<file path="src/rtl/reduce_engine_pkg.sv">
// Shared types and constants for the reduce engine.
//   ADDR_WIDTH / DATA_WIDTH / TAG_WIDTH : default bus widths
//   reduce_state_t                      : engine FSM state encoding
//   port_bits()                         : width of a port index (at least 1)
package reduce_engine_pkg;

    localparam int ADDR_WIDTH = 32;
    localparam int DATA_WIDTH = 32;
    localparam int TAG_WIDTH  = 4;

    typedef enum logic [1:0] {
        RED_IDLE   = 2'd0,
        RED_ACTIVE = 2'd1,
        RED_DONE   = 2'd2
    } reduce_state_t;

    function automatic int port_bits(input int n);
        return (n > 1) ? $clog2(n) : 1;
    endfunction

endpackage

</file>
<file path="src/rtl/reduce_engine_if.sv">
// Bundle of all reduce engine signals.
//   req_*            : request from the command decoder
//   mem_rd_*         : per-port read issue and read response channels
//   reduce_*         : one-cycle completion report
//   busy / dbg_state : engine activity and current FSM state
// Handshakes: a request is taken on a cycle with req_valid && req_ready.
// A read is issued on port i on a cycle with mem_rd_valid[i] && mem_rd_ready[i];
// once raised, mem_rd_valid[i] holds until that cycle. Responses and
// reduce_done are plain valid strobes with no back-pressure.
// Modports: slave = engine side, master = decoder/memory side.
interface reduce_engine_if #(
    parameter int NUM_PORTS  = 4,
    parameter int ADDR_WIDTH = reduce_engine_pkg::ADDR_WIDTH,
    parameter int DATA_WIDTH = reduce_engine_pkg::DATA_WIDTH,
    parameter int TAG_WIDTH  = reduce_engine_pkg::TAG_WIDTH
);
    import reduce_engine_pkg::*;

    localparam int PORT_BITS = port_bits(NUM_PORTS);

    logic                                  req_valid;
    logic [NUM_PORTS-1:0]                  req_mask;
    logic [ADDR_WIDTH-1:0]                 req_addr;
    logic [TAG_WIDTH-1:0]                  req_tag;
    logic [PORT_BITS-1:0]                  req_src_port;
    logic                                  req_ready;

    logic [NUM_PORTS-1:0]                  mem_rd_valid;
    logic [ADDR_WIDTH-1:0]                 mem_rd_addr;
    logic [NUM_PORTS-1:0]                  mem_rd_ready;
    logic [NUM_PORTS-1:0]                  mem_rd_resp_valid;
    logic [NUM_PORTS-1:0][DATA_WIDTH-1:0]  mem_rd_resp_data;

    logic                                  reduce_done;
    logic [DATA_WIDTH-1:0]                 reduce_result;
    logic [TAG_WIDTH-1:0]                  reduce_tag;
    logic [PORT_BITS-1:0]                  reduce_dst_port;
    logic                                  reduce_error;
    logic                                  busy;
    reduce_state_t                         dbg_state;

    modport slave (
        input  req_valid, req_mask, req_addr, req_tag, req_src_port,
        output req_ready,
        output mem_rd_valid, mem_rd_addr,
        input  mem_rd_ready, mem_rd_resp_valid, mem_rd_resp_data,
        output reduce_done, reduce_result, reduce_tag, reduce_dst_port, reduce_error,
        output busy, dbg_state
    );

    modport master (
        output req_valid, req_mask, req_addr, req_tag, req_src_port,
        input  req_ready,
        input  mem_rd_valid, mem_rd_addr,
        output mem_rd_ready, mem_rd_resp_valid, mem_rd_resp_data,
        input  reduce_done, reduce_result, reduce_tag, reduce_dst_port, reduce_error,
        input  busy, dbg_state
    );

endinterface

</file>
<file path="src/rtl/reduce_engine_adder_tree.sv">
// reduce_adder_tree: combinational sum of the words whose mask bit is set.
//   data : NUM_PORTS words
//   mask : selects which words contribute
//   sum  : wrapped (mod 2^DATA_WIDTH) total of the selected words
module reduce_adder_tree #(
    parameter int NUM_PORTS  = 4,
    parameter int DATA_WIDTH = 32
) (
    input  logic [NUM_PORTS-1:0][DATA_WIDTH-1:0] data,
    input  logic [NUM_PORTS-1:0]                 mask,
    output logic [DATA_WIDTH-1:0]                sum
);

    // Written as a chain; synthesis is free to rebalance it into a tree.
    always_comb begin
        sum = '0;
        for (int i = 0; i < NUM_PORTS; i++) begin
            if (mask[i]) begin
                sum = sum + data[i];
            end
        end
    end

endmodule

</file>
<file path="src/rtl/reduce_engine.sv">
// reduce_engine: fans one read out to every member port, sums the returned
// words (wrapping) and reports result, tag and requester with a one-cycle
// reduce_done pulse. A request that has not fully completed within
// TIMEOUT_CYCLES active cycles finishes with reduce_error and the partial sum.
//   clk, rst : clock, asynchronous active-high reset
//   bus      : reduce_engine_if.slave (request, memory read, completion,
//              busy and debug state)
module reduce_engine #(
    parameter int NUM_PORTS      = 4,
    parameter int ADDR_WIDTH     = reduce_engine_pkg::ADDR_WIDTH,
    parameter int DATA_WIDTH     = reduce_engine_pkg::DATA_WIDTH,
    parameter int TAG_WIDTH      = reduce_engine_pkg::TAG_WIDTH,
    parameter int TIMEOUT_CYCLES = 1024
) (
    input  logic            clk,
    input  logic            rst,
    reduce_engine_if.slave  bus
);
    import reduce_engine_pkg::*;

    localparam int PORT_BITS = port_bits(NUM_PORTS);
    localparam int CNT_BITS  = $clog2(TIMEOUT_CYCLES) + 1;
    localparam logic [CNT_BITS-1:0] TMO_LAST = CNT_BITS'(TIMEOUT_CYCLES - 1);

    reduce_state_t          state;
    logic [NUM_PORTS-1:0]   issue_pend;
    logic [NUM_PORTS-1:0]   resp_pend;
    logic [DATA_WIDTH-1:0]  acc;
    logic [CNT_BITS-1:0]    tmo_cnt;
    logic [ADDR_WIDTH-1:0]  addr_q;
    logic [TAG_WIDTH-1:0]   tag_q;
    logic [PORT_BITS-1:0]   src_q;

    logic                   done_q;
    logic [DATA_WIDTH-1:0]  result_q;
    logic [TAG_WIDTH-1:0]   rtag_q;
    logic [PORT_BITS-1:0]   dst_q;
    logic                   err_q;

    // Pending masks are zero outside RED_ACTIVE, so these are too.
    logic [NUM_PORTS-1:0]   issue_take;
    logic [NUM_PORTS-1:0]   resp_take;
    logic [NUM_PORTS-1:0]   issue_left;
    logic [NUM_PORTS-1:0]   resp_left;
    logic [DATA_WIDTH-1:0]  resp_sum;
    logic [DATA_WIDTH-1:0]  acc_next;
    logic                   all_clear;
    logic                   timeout_hit;

    assign issue_take  = issue_pend & bus.mem_rd_ready;
    assign resp_take   = resp_pend & bus.mem_rd_resp_valid;
    assign issue_left  = issue_pend & ~issue_take;
    assign resp_left   = resp_pend & ~resp_take;
    assign acc_next    = acc + resp_sum;
    assign all_clear   = (issue_left == '0) && (resp_left == '0);
    assign timeout_hit = (tmo_cnt == TMO_LAST);

    reduce_adder_tree #(
        .NUM_PORTS  (NUM_PORTS),
        .DATA_WIDTH (DATA_WIDTH)
    ) u_adder (
        .data (bus.mem_rd_resp_data),
        .mask (resp_take),
        .sum  (resp_sum)
    );

    always_ff @(posedge clk or posedge rst) begin
        if (rst) begin
            state      <= RED_IDLE;
            issue_pend <= '0;
            resp_pend  <= '0;
            acc        <= '0;
            tmo_cnt    <= '0;
            addr_q     <= '0;
            tag_q      <= '0;
            src_q      <= '0;
            done_q     <= 1'b0;
            result_q   <= '0;
            rtag_q     <= '0;
            dst_q      <= '0;
            err_q      <= 1'b0;
        end else begin
            case (state)
                RED_IDLE: begin
                    if (bus.req_valid) begin
                        addr_q     <= bus.req_addr;
                        tag_q      <= bus.req_tag;
                        src_q      <= bus.req_src_port;
                        issue_pend <= bus.req_mask;
                        resp_pend  <= bus.req_mask;
                        acc        <= '0;
                        tmo_cnt    <= '0;
                        state      <= RED_ACTIVE;
                    end
                end
                RED_ACTIVE: begin
                    acc        <= acc_next;
                    tmo_cnt    <= tmo_cnt + 1'b1;
                    issue_pend <= issue_left;
                    resp_pend  <= resp_left;
                    // Normal completion wins over a timeout landing on the same cycle.
                    if (all_clear || timeout_hit) begin
                        issue_pend <= '0;
                        resp_pend  <= '0;
                        done_q     <= 1'b1;
                        result_q   <= acc_next;
                        rtag_q     <= tag_q;
                        dst_q      <= src_q;
                        err_q      <= !all_clear;
                        state      <= RED_DONE;
                    end
                end
                RED_DONE: begin
                    done_q <= 1'b0;
                    state  <= RED_IDLE;
                end
                default: begin
                    state <= RED_IDLE;
                end
            endcase
        end
    end

    // Ready is masked during reset so every output reads 0 while rst is high.
    assign bus.req_ready       = (state == RED_IDLE) && !rst;
    assign bus.mem_rd_valid    = issue_pend;
    assign bus.mem_rd_addr     = addr_q;
    assign bus.reduce_done     = done_q;
    assign bus.reduce_result   = result_q;
    assign bus.reduce_tag      = rtag_q;
    assign bus.reduce_dst_port = dst_q;
    assign bus.reduce_error    = err_q;
    assign bus.busy            = (state != RED_IDLE);
    assign bus.dbg_state       = state;

endmodule

</file>
<file path="src/flat_wrapper.sv">
// flat-port wrapper written by rule: the top's interface ports become plain ports
module reduce_engine_flat import reduce_engine_pkg::*;
#(
    parameter int NUM_PORTS      = 4,
    parameter int ADDR_WIDTH     = reduce_engine_pkg::ADDR_WIDTH,
    parameter int DATA_WIDTH     = reduce_engine_pkg::DATA_WIDTH,
    parameter int TAG_WIDTH      = reduce_engine_pkg::TAG_WIDTH,
    parameter int TIMEOUT_CYCLES = 1024
)
  (clk, rst, bus_req_valid, bus_req_mask, bus_req_addr, bus_req_tag, bus_req_src_port, bus_req_ready, bus_mem_rd_valid, bus_mem_rd_addr, bus_mem_rd_ready, bus_mem_rd_resp_valid, bus_mem_rd_resp_data, bus_reduce_done, bus_reduce_result, bus_reduce_tag, bus_reduce_dst_port, bus_reduce_error, bus_busy, bus_dbg_state);
  reduce_engine_if #(.NUM_PORTS(NUM_PORTS), .ADDR_WIDTH(ADDR_WIDTH), .DATA_WIDTH(DATA_WIDTH), .TAG_WIDTH(TAG_WIDTH)) bus_i ();
  input  logic clk;
  input  logic rst;
  input wire logic [$bits(bus_i.req_valid)-1:0] bus_req_valid;
  input wire logic [$bits(bus_i.req_mask)-1:0] bus_req_mask;
  input wire logic [$bits(bus_i.req_addr)-1:0] bus_req_addr;
  input wire logic [$bits(bus_i.req_tag)-1:0] bus_req_tag;
  input wire logic [$bits(bus_i.req_src_port)-1:0] bus_req_src_port;
  output wire logic [$bits(bus_i.req_ready)-1:0] bus_req_ready;
  output wire logic [$bits(bus_i.mem_rd_valid)-1:0] bus_mem_rd_valid;
  output wire logic [$bits(bus_i.mem_rd_addr)-1:0] bus_mem_rd_addr;
  input wire logic [$bits(bus_i.mem_rd_ready)-1:0] bus_mem_rd_ready;
  input wire logic [$bits(bus_i.mem_rd_resp_valid)-1:0] bus_mem_rd_resp_valid;
  input wire logic [$bits(bus_i.mem_rd_resp_data)-1:0] bus_mem_rd_resp_data;
  output wire logic [$bits(bus_i.reduce_done)-1:0] bus_reduce_done;
  output wire logic [$bits(bus_i.reduce_result)-1:0] bus_reduce_result;
  output wire logic [$bits(bus_i.reduce_tag)-1:0] bus_reduce_tag;
  output wire logic [$bits(bus_i.reduce_dst_port)-1:0] bus_reduce_dst_port;
  output wire logic [$bits(bus_i.reduce_error)-1:0] bus_reduce_error;
  output wire logic [$bits(bus_i.busy)-1:0] bus_busy;
  output wire logic [$bits(bus_i.dbg_state)-1:0] bus_dbg_state;
  assign bus_i.req_valid = bus_req_valid;
  assign bus_i.req_mask = bus_req_mask;
  assign bus_i.req_addr = bus_req_addr;
  assign bus_i.req_tag = bus_req_tag;
  assign bus_i.req_src_port = bus_req_src_port;
  assign bus_req_ready = bus_i.req_ready;
  assign bus_mem_rd_valid = bus_i.mem_rd_valid;
  assign bus_mem_rd_addr = bus_i.mem_rd_addr;
  assign bus_i.mem_rd_ready = bus_mem_rd_ready;
  assign bus_i.mem_rd_resp_valid = bus_mem_rd_resp_valid;
  assign bus_i.mem_rd_resp_data = bus_mem_rd_resp_data;
  assign bus_reduce_done = bus_i.reduce_done;
  assign bus_reduce_result = bus_i.reduce_result;
  assign bus_reduce_tag = bus_i.reduce_tag;
  assign bus_reduce_dst_port = bus_i.reduce_dst_port;
  assign bus_reduce_error = bus_i.reduce_error;
  assign bus_busy = bus_i.busy;
  assign bus_dbg_state = bus_i.dbg_state;
  reduce_engine #(.NUM_PORTS(NUM_PORTS), .ADDR_WIDTH(ADDR_WIDTH), .DATA_WIDTH(DATA_WIDTH), .TAG_WIDTH(TAG_WIDTH), .TIMEOUT_CYCLES(TIMEOUT_CYCLES)) u_core (.clk(clk), .rst(rst), .bus(bus_i));
endmodule
</file>
<file path="config.mk">
export PLATFORM = sky130hd
export DESIGN_NAME = reduce_engine_flat
export DESIGN_NICKNAME = d
export VERILOG_FILES = /design/src/rtl/reduce_engine_pkg.sv /design/src/rtl/reduce_engine_if.sv /design/src/rtl/reduce_engine_adder_tree.sv /design/src/rtl/reduce_engine.sv /design/src/flat_wrapper.sv
export SDC_FILE = /design/constraint.sdc
export NUM_CORES = 1
export LEC_CHECK = 0
export CORE_AREA = 8 8 159 191
export DETAILED_ROUTE_END_ITERATION = 6
export DIE_AREA = 0 0 167 199
export GPL_TIMING_DRIVEN = 1
export PLACE_DENSITY = 0.78
export SLEW_MARGIN = 20
export SYNTH_ARGS = -nofsm -noshare
export SYNTH_HDL_FRONTEND = slang
export SYNTH_SLANG_ARGS = --single-unit
</file>
<file path="constraint.sdc">
create_clock -name clk -period 8.23 [get_ports clk]
set_clock_uncertainty 0.05 [all_clocks]
set_input_delay 1.2345 -clock clk [delete_from_list [all_inputs] [get_ports clk]]
set_output_delay 1.2345 -clock clk [all_outputs]
set_load 0.03 [all_outputs]
</file>
==> results.sh, run 1 <==
export IMPL_fillers=2026
export IMPL_min_path_cells=2
export IMPL_htreeDepth=4
export IMPL_clock_sinks=131
export IMPL_fin_crit_sh=1.12
export IMPL_fp_row_count=67
export IMPL_rr_endpoint="u_core.bus.reduce_result[31]"
export IMPL_r2r_slack_ps=-460
export IMPL_maxSlewHeadroom=0.362
export IMPL_async_flop_share=1.00
export IMPL_swShare=0.467
export IMPL_fin_nets=2633
export IMPL_finalHoldViolCount=0
export IMPL_cts_root_buf="clkbuf_16"
export IMPL_yosysUniqueCellTypes=74
export IMPL_synth_top_family_by_area="compound AO/OA/AOI/OAI gates"
export IMPL_synth_area_um2=12900
export IMPL_wl_per_cell_um=18.0
export IMPL_initial_utilization=0.472
export IMPL_drtPass1Iterations=5
export IMPL_clk_pin_slew_worst_paths_ps=70
export IMPL_io_buffers=260
export IMPL_setup_viol=34
export IMPL_io_pins=261
export IMPL_yosys_area_share_simple=0.216
export IMPL_grt_ovfl_total=0
export IMPL_grt_max_degree=73
export IMPL_hold_start="u_core.bus.reduce_tag[0]"
export IMPL_fin_ws_ps=-957
export IMPL_hp_class="register to register"
export IMPL_drive_gt1_frac=0.263
export IMPL_ir_worst_vdd_mv=0.267
export IMPL_grt_antenna_before_repair=0
export IMPL_clockBufferDepth=2
export IMPL_synth_area_top_cells="dfrtp_1 (25%), ha_1 (12%), nand2_1 (8.8%)"
export IMPL_power_mw=7.27
export IMPL_drv_cap=0
export IMPL_cp_slowest_cell="fa_2"
export IMPL_synth_top_cell_by_area="dfrtp_1"
export IMPL_die_height_um=199
export IMPL_critical_path_arrival_ps=9430
export IMPL_powerDensity_nw_per_um2=358
export IMPL_synth_edf_count=0
export IMPL_whs_endpoint="u_core.bus.reduce_tag[0]"
export IMPL_yosysMostFrequentCell="nand2_1"
export IMPL_cts_hold_buffers=0
export IMPL_synth_top_cells_by_count="nand2_1 (303), o21ai_0 (162), a21oi_1 (132)"
export IMPL_synthAdderAreaFrac=0.132
export IMPL_synth_top_area_frac=0.253
export IMPL_cp_max_fo=4
export IMPL_rsz0062_at_grt="yes"
export IMPL_yosysSeqAreaShare=0.253
export IMPL_synth_compound_area_frac=0.261
export IMPL_drt_iter0_drc=994
export IMPL_routed_wirelength_um=48100
export IMPL_cp_end_kind="register"
export IMPL_path_class="input port to register"
export IMPL_critPathMaxStageDelay_ps=420
export IMPL_seqPwrFrac=0.151
export IMPL_cts_buffers=17
export IMPL_combPwrFrac=0.745
export IMPL_worstMarginPinSlew_ps=958
export IMPL_multi_input_area_um2=9930
export IMPL_synth_cells=1686
export IMPL_max_freq_ghz=0.109
export IMPL_critical_path_required_ps=8480
export IMPL_reg2regPathDepth=42
export IMPL_drt_antenna_violating_nets=0
export IMPL_synthFlopType="dfrtp_1"
export IMPL_regArea_um2=3280
export IMPL_grt_pass1_wl_um=74800
export IMPL_maxSlewViolCount=0
export IMPL_intPower_mw=3.88
export IMPL_synth_mux_area_fraction=0.0204
export IMPL_area_delta_synth_final_pct=57.1
export IMPL_fin_setup_tns_ps=-17440
export IMPL_drc=0
export IMPL_dpl_worst_slack_ps=-1740
export IMPL_power_leakage_nw=10.1
export IMPL_timing_rr_start="u_core.resp_pend[0]"
export IMPL_switchingPower_mw=3.39
export IMPL_fin_hold_ws_ps=423
export IMPL_synth_ff_latch_count=131
export IMPL_core_area_um2=27400
export IMPL_synth_warnings=0
export IMPL_utilization=0.741
export IMPL_place_gp_congestion=0.953
export IMPL_antenna_cells=0
export IMPL_grt_usage=0.274
export IMPL_dieArea_um2=33200
export IMPL_syn_nets=1998
export IMPL_insertion_delay_ps=430
export IMPL_avgSynthCellArea_um2=7.67
export IMPL_fin_crit_ps=9190
export IMPL_vias=15131
export IMPL_failed_checks="negative setup slack"
export IMPL_cp_start_kind="input port"
export IMPL_status="complete, but fails checks"
export IMPL_grt_pass1_vias=15081
export IMPL_crit_top_cell="xnor2_1"
export IMPL_hpwl_um=36300
export IMPL_die_w_um=167
export IMPL_cts_tree="yes"
export IMPL_synth_xor_area_share=0.0799
export IMPL_p_clk_frac=0.104
export IMPL_via_per_inst=5.65
==> worst max-delay path by stage <==
stage / from / end / slack [ps] / cells past startpoint
6_report: bus_mem_rd_resp_valid[0] / u_core.bus.reduce_result[31] / -960 / 43
5_1_grt: bus_mem_rd_resp_valid[0] / u_core.acc[31] / -1390 / 48
4_1_cts: bus_mem_rd_resp_valid[0] / u_core.acc[31] / -790 / 46
3_5_place_dp: bus_mem_rd_resp_valid[0] / u_core.acc[31] / -1740 / 46
3_3_place_gp: bus_mem_rd_resp_valid[0] / u_core.acc[31] / -1540 / 46
2_1_floorplan: bus_mem_rd_resp_valid[0] / u_core.acc[31] / -840 / 46
==> what timing repair did <==
item / 4_1_cts / 5_1_grt
setup buffers: 24 / 13
resized for setup: 72 / 59
pin swaps: 71 / 55
endpoints found under the setup margin: 38 / 38
hold endpoints to repair: 0 / 0
==> power by group through the flow <==
stage / logic, mW / registers [mW] / clock network [mW]
2_1_floorplan: 2.55 / 1.40 / 0
3_3_place_gp: 4.75 / 1.08 / 0
3_5_place_dp: 4.86 / 1.09 / 0
4_1_cts: 5.09 / 1.09 / 0.764
5_1_grt: 5.84 / 1.13 / 0.790
6_report: 5.41 / 1.10 / 0.757
==> layout by cell type, fill, tap and decap left out, drive strengths merged, types with 54 or more instances in the layout <==
master / netlist / routed
o21ai: 168 / 168
nand2: 304 / 304
buf: 13 / 433
ha: 127 / 127
clkdlybuf4s50: 0 / 254
a21oi: 132 / 132
nor2: 102 / 102
a21o: 74 / 74
inv: 47 / 55
nand3: 54 / 54
dfrtp: 131 / 131
xnor2: 65 / 65
==> routing by layer <==
layer  wire length [µm]  track usage  share of wire
met1              19700        0.319           0.41
met2              23800        0.488           0.49
met3               2950       0.0560          0.061
met4               1700        0.109          0.035
met5                  0            0              0
==> state kept, by name (all words and copies together) (netlist names) <==
name / count
u_core.bus.reduce_tag: 4
u_core.bus.reduce_done: 1
u_core.src_q: 2
u_core.bus.reduce_result: 32
u_core.bus.reduce_dst_port: 2
u_core.acc: 32
u_core.bus.reduce_error: 1
u_core.resp_pend: 4
u_core.tag_q: 4
u_core.tmo_cnt: 11
u_core.bus.dbg_state: 2
u_core.bus.mem_rd_valid: 4
u_core.bus.mem_rd_addr: 32
==> kinds of logic after synthesis <==
logic type	Yosys count
mux	24
xor+xnor	118
compound gates	536
flops	131
buf+inv	123
fa+ha+maj	135
simple gates	619
==> stage by stage <==
step | instance area [µm²] | cells
final | 20300 | 2679
after global routing | 20300 | 2679
after CTS | 19900 | 2665
after detailed placement | 18900 | 2610
after global placement | 18900 | 2610
after floorplan | 13200 | 1686
==> cell type report <==
class / instances / area share
repair buffers: 691 / 0.290
clock buffers: 17 / 0.0209
multi-input cells: 1432 / 0.489
inverters: 48 / 0.00899
flip-flops and latches: 131 / 0.161
well taps: 345 / 0.0213
clock inverters: 15 / 0.00813
==> critical path: cells and delay by family <==
kind | cells | cell delay, ps
simple gates | 8 | 1120
xor+xnor | 8 | 1400
buf+inv | 4 | 530
compound gates | 16 | 3070
fa+ha+maj | 7 | 2080
No activity file was read; power rests on OpenSTA's default activity.
==> run 2, diff against run 1 <==
Settings changed: CAP_MARGIN set to 20, CTS_CLUSTER_DIAMETER set to 30.
==> results of run 2 <==
The final DEF is identical to that of run 1; final timing and power are the same.
==> run 3, diff against run 2 <==
Settings changed: ABC_AREA set to 1, CORE_AREA 8 8 159 191 to 8 8 160 192, DIE_AREA 0 0 167 199 to 0 0 168 200, PLACE_DENSITY 0.78 to 0.79.
==> run 3 against run 2 <==
The run now ends clean. Synthesized cell count increased by 21%. Routed wire length shrank 1.5%. Clock power up 10%. Power up 7.0%. First-iteration DRC count is 4.8% higher. Via count grew 1.7%. Count of clock-buffer cells in the layout up 1. Combinational power is 7.4% higher. Cell count increased by 5.9%. Register-to-register slack improved by 1300 ps. Global-route usage fell by 0.11 points. Critical path type unchanged.
==> results.sh, run 3 <==
export IMPL_seqPwrFrac=0.146
export IMPL_fin_hold_ws_ps=427
export IMPL_r2r_slack_ps=870
export IMPL_grt_antenna_before_repair=0
export IMPL_cp_start_kind="input port"
export IMPL_routed_wirelength_um=47400
export IMPL_cts_tree="yes"
export IMPL_critPathMaxStageDelay_ps=460
export IMPL_fin_setup_tns_ps=0
export IMPL_yosysUniqueCellTypes=56
export IMPL_cp_max_fo=4
export IMPL_core_area_um2=27600
export IMPL_layout_commonest_cell="nand2_1"
export IMPL_drt_iter0_drc=1042
export IMPL_fin_crit_sh=0.944
export IMPL_wl_per_cell_um=16.7
export IMPL_fin_nets=2793
export IMPL_syn_nets=2350
export IMPL_via_per_inst=5.42
export IMPL_drt_antenna_violating_nets=0
export IMPL_cp_top_family="simple AND/OR/NAND/NOR gates"
export IMPL_synth_area_um2=13300
export IMPL_finalHoldViolCount=0
export IMPL_drive_gt1_frac=0.148
export IMPL_final_cell_mix="nand2_1 (601), clkdlybuf4s50_1 (259), inv_1 (220), buf_4 (212), a21oi_1 (167)"
export IMPL_p_clk_frac=0.107
export IMPL_maxSlewViolCount=0
export IMPL_ir_worst_vdd_mv=0.351
export IMPL_powerDensity_nw_per_um2=416
export IMPL_combPwrFrac=0.746
export IMPL_initial_utilization=0.483
export IMPL_htreeDepth=4
export IMPL_synth_top_area_frac=0.246
export IMPL_cp_end_kind="register"
export IMPL_io_pins=261
export IMPL_hp_class="register to register"
export IMPL_setup_viol=0
export IMPL_insertion_delay_ps=430
export IMPL_grt_usage=0.273
export IMPL_synth_ff_latch_count=131
export IMPL_cts_root_buf="clkbuf_16"
export IMPL_die_height_um=200
export IMPL_yosysMostFrequentCell="nand2_1"
export IMPL_fillers=2389
export IMPL_yosysSeqAreaShare=0.246
export IMPL_cp_slowest_cell="clkdlybuf4s50_1"
export IMPL_avgSynthCellArea_um2=6.54
export IMPL_fp_row_count=67
export IMPL_synth_area_top_cells="dfrtp_1 (25%), nand2_1 (17%), ha_1 (12%)"
export IMPL_multi_input_area_um2=9280
export IMPL_intPower_mw=3.91
export IMPL_place_gp_congestion=0.999
export IMPL_synth_warnings=0
export IMPL_clock_sinks=131
export IMPL_critical_path_arrival_ps=8090
export IMPL_power_leakage_nw=9.59
export IMPL_maxSlewHeadroom=0.308
export IMPL_max_freq_ghz=0.129
export IMPL_clk_pin_slew_worst_paths_ps=60
export IMPL_worstMarginPinSlew_ps=1030
export IMPL_hpwl_um=37400
export IMPL_grt_max_degree=71
export IMPL_io_buffers=260
export IMPL_swShare=0.497
export IMPL_status="completed"
export IMPL_synth_edf_count=0
export IMPL_synthFlopType="dfrtp_1"
export IMPL_vias=15394
export IMPL_synth_top_cells_by_count="nand2_1 (609), inv_1 (221), a21oi_1 (185)"
export IMPL_area_delta_synth_final_pct=40.3
export IMPL_grt_ovfl_total=0
export IMPL_power_mw=7.78
export IMPL_regArea_um2=3280
export IMPL_cts_buffers=17
export IMPL_synth_cells=2038
export IMPL_path_class="input port to register"
export IMPL_cp_buffers_inverters=8
export IMPL_grt_pass1_wl_um=74900
export IMPL_async_flop_share=1.00
export IMPL_grt_pass1_vias=15588
export IMPL_critical_path_required_ps=8550
export IMPL_synth_top_cell_by_area="dfrtp_1"
export IMPL_drtPass1Iterations=6
export IMPL_clockBufferDepth=2
export IMPL_switchingPower_mw=3.87
export IMPL_drc=0
export IMPL_crit_top_cell="nand2_1"
export IMPL_cts_hold_buffers=0
export IMPL_drv_cap=0
export IMPL_antenna_cells=0
export IMPL_dieArea_um2=33600
export IMPL_die_w_um=168
export IMPL_fin_crit_ps=7770
-- run 3: cell types whose count changed in the layout (fill, tap and decap cells not counted), sizes merged, moves of 58 or more --
| cell | previous run | this run |
|---|---|---|
| nand2 | 304 | 627 |
| buf | 433 | 213 |
| a21oi | 132 | 190 |
| a21o | 74 | 16 |
| nor2 | 102 | 165 |
| inv | 55 | 229 |
-- run 3: timing repair --
action	CTS	global route
hold endpoints to repair	0	0
resized for setup	1	68
gates cloned	0	0
setup endpoints to repair	2	32
pin swaps	0	7
buffers inserted	0	2
-- run 3: final cells by class --
cell class,instances,share of cell area
multi-input cells,1630,0.496
clock inverters,13,0.0106
clock buffers,18,0.0235
well taps,345,0.0231
inverters,228,0.0463
flip-flops and latches,131,0.175
repair buffers,473,0.225
-- run 3: power by group through the flow --
stage	sequential, mW	combinational [mW]	clock (mW)
after floorplan	1.44	3.14	0
after global placement	1.12	5.41	0
after detailed placement	1.13	5.53	0
after CTS	1.14	5.59	0.843
after global routing	1.17	6.38	0.870
final	1.14	5.81	0.836
-- run 3: logic make-up after synthesis --
kind of cell | count (synthesis) | synth area share
AO/OA/AOI/OAI | 459 | 0.194
XOR/XNOR | 74 | 0.0486
adder cells (fa/ha/maj) | 131 | 0.125
buffers and inverters | 277 | 0.0805
flip-flops | 131 | 0.246
multiplexers | 4 | 0.00300
AND/OR/NAND/NOR | 962 | 0.303
-- run 3: layer usage --
metal	track usage	routed length, µm
met5	0	0
met4	0.108	1530
met3	0.0500	2760
met2	0.494	23500
met1	0.316	19600
-- run 3: stage by stage --
stage / instances / cell area, µm² / setup WS (ps) / util
finish: 2838 / 18700 / 459 / 0.678
global route: 2838 / 18700 / -69.1 / 0.678
floorplan: 2038 / 13300 / 178 / -
CTS: 2836 / 18400 / 58.2 / 0.667
detailed placement: 2805 / 17800 / -459 / 0.644
global placement: 2805 / 17800 / -247 / 0.644
-- run 3: path summary, 6_finish.rpt --
check,startpoint,end,cells after the start
worst max-delay path,bus_mem_rd_resp_data[1],u_core.bus.reduce_result[31],48
worst min-delay path,u_core.tmo_cnt[9],u_core.tmo_cnt[9],1
worst max register to register,u_core.resp_pend[0],u_core.bus.reduce_result[31],45
worst min register to register,u_core.tmo_cnt[9],u_core.tmo_cnt[9],1
max in group asynchronous,rst,u_core.acc[29],3
min in group asynchronous,rst,u_core.bus.mem_rd_addr[25],2
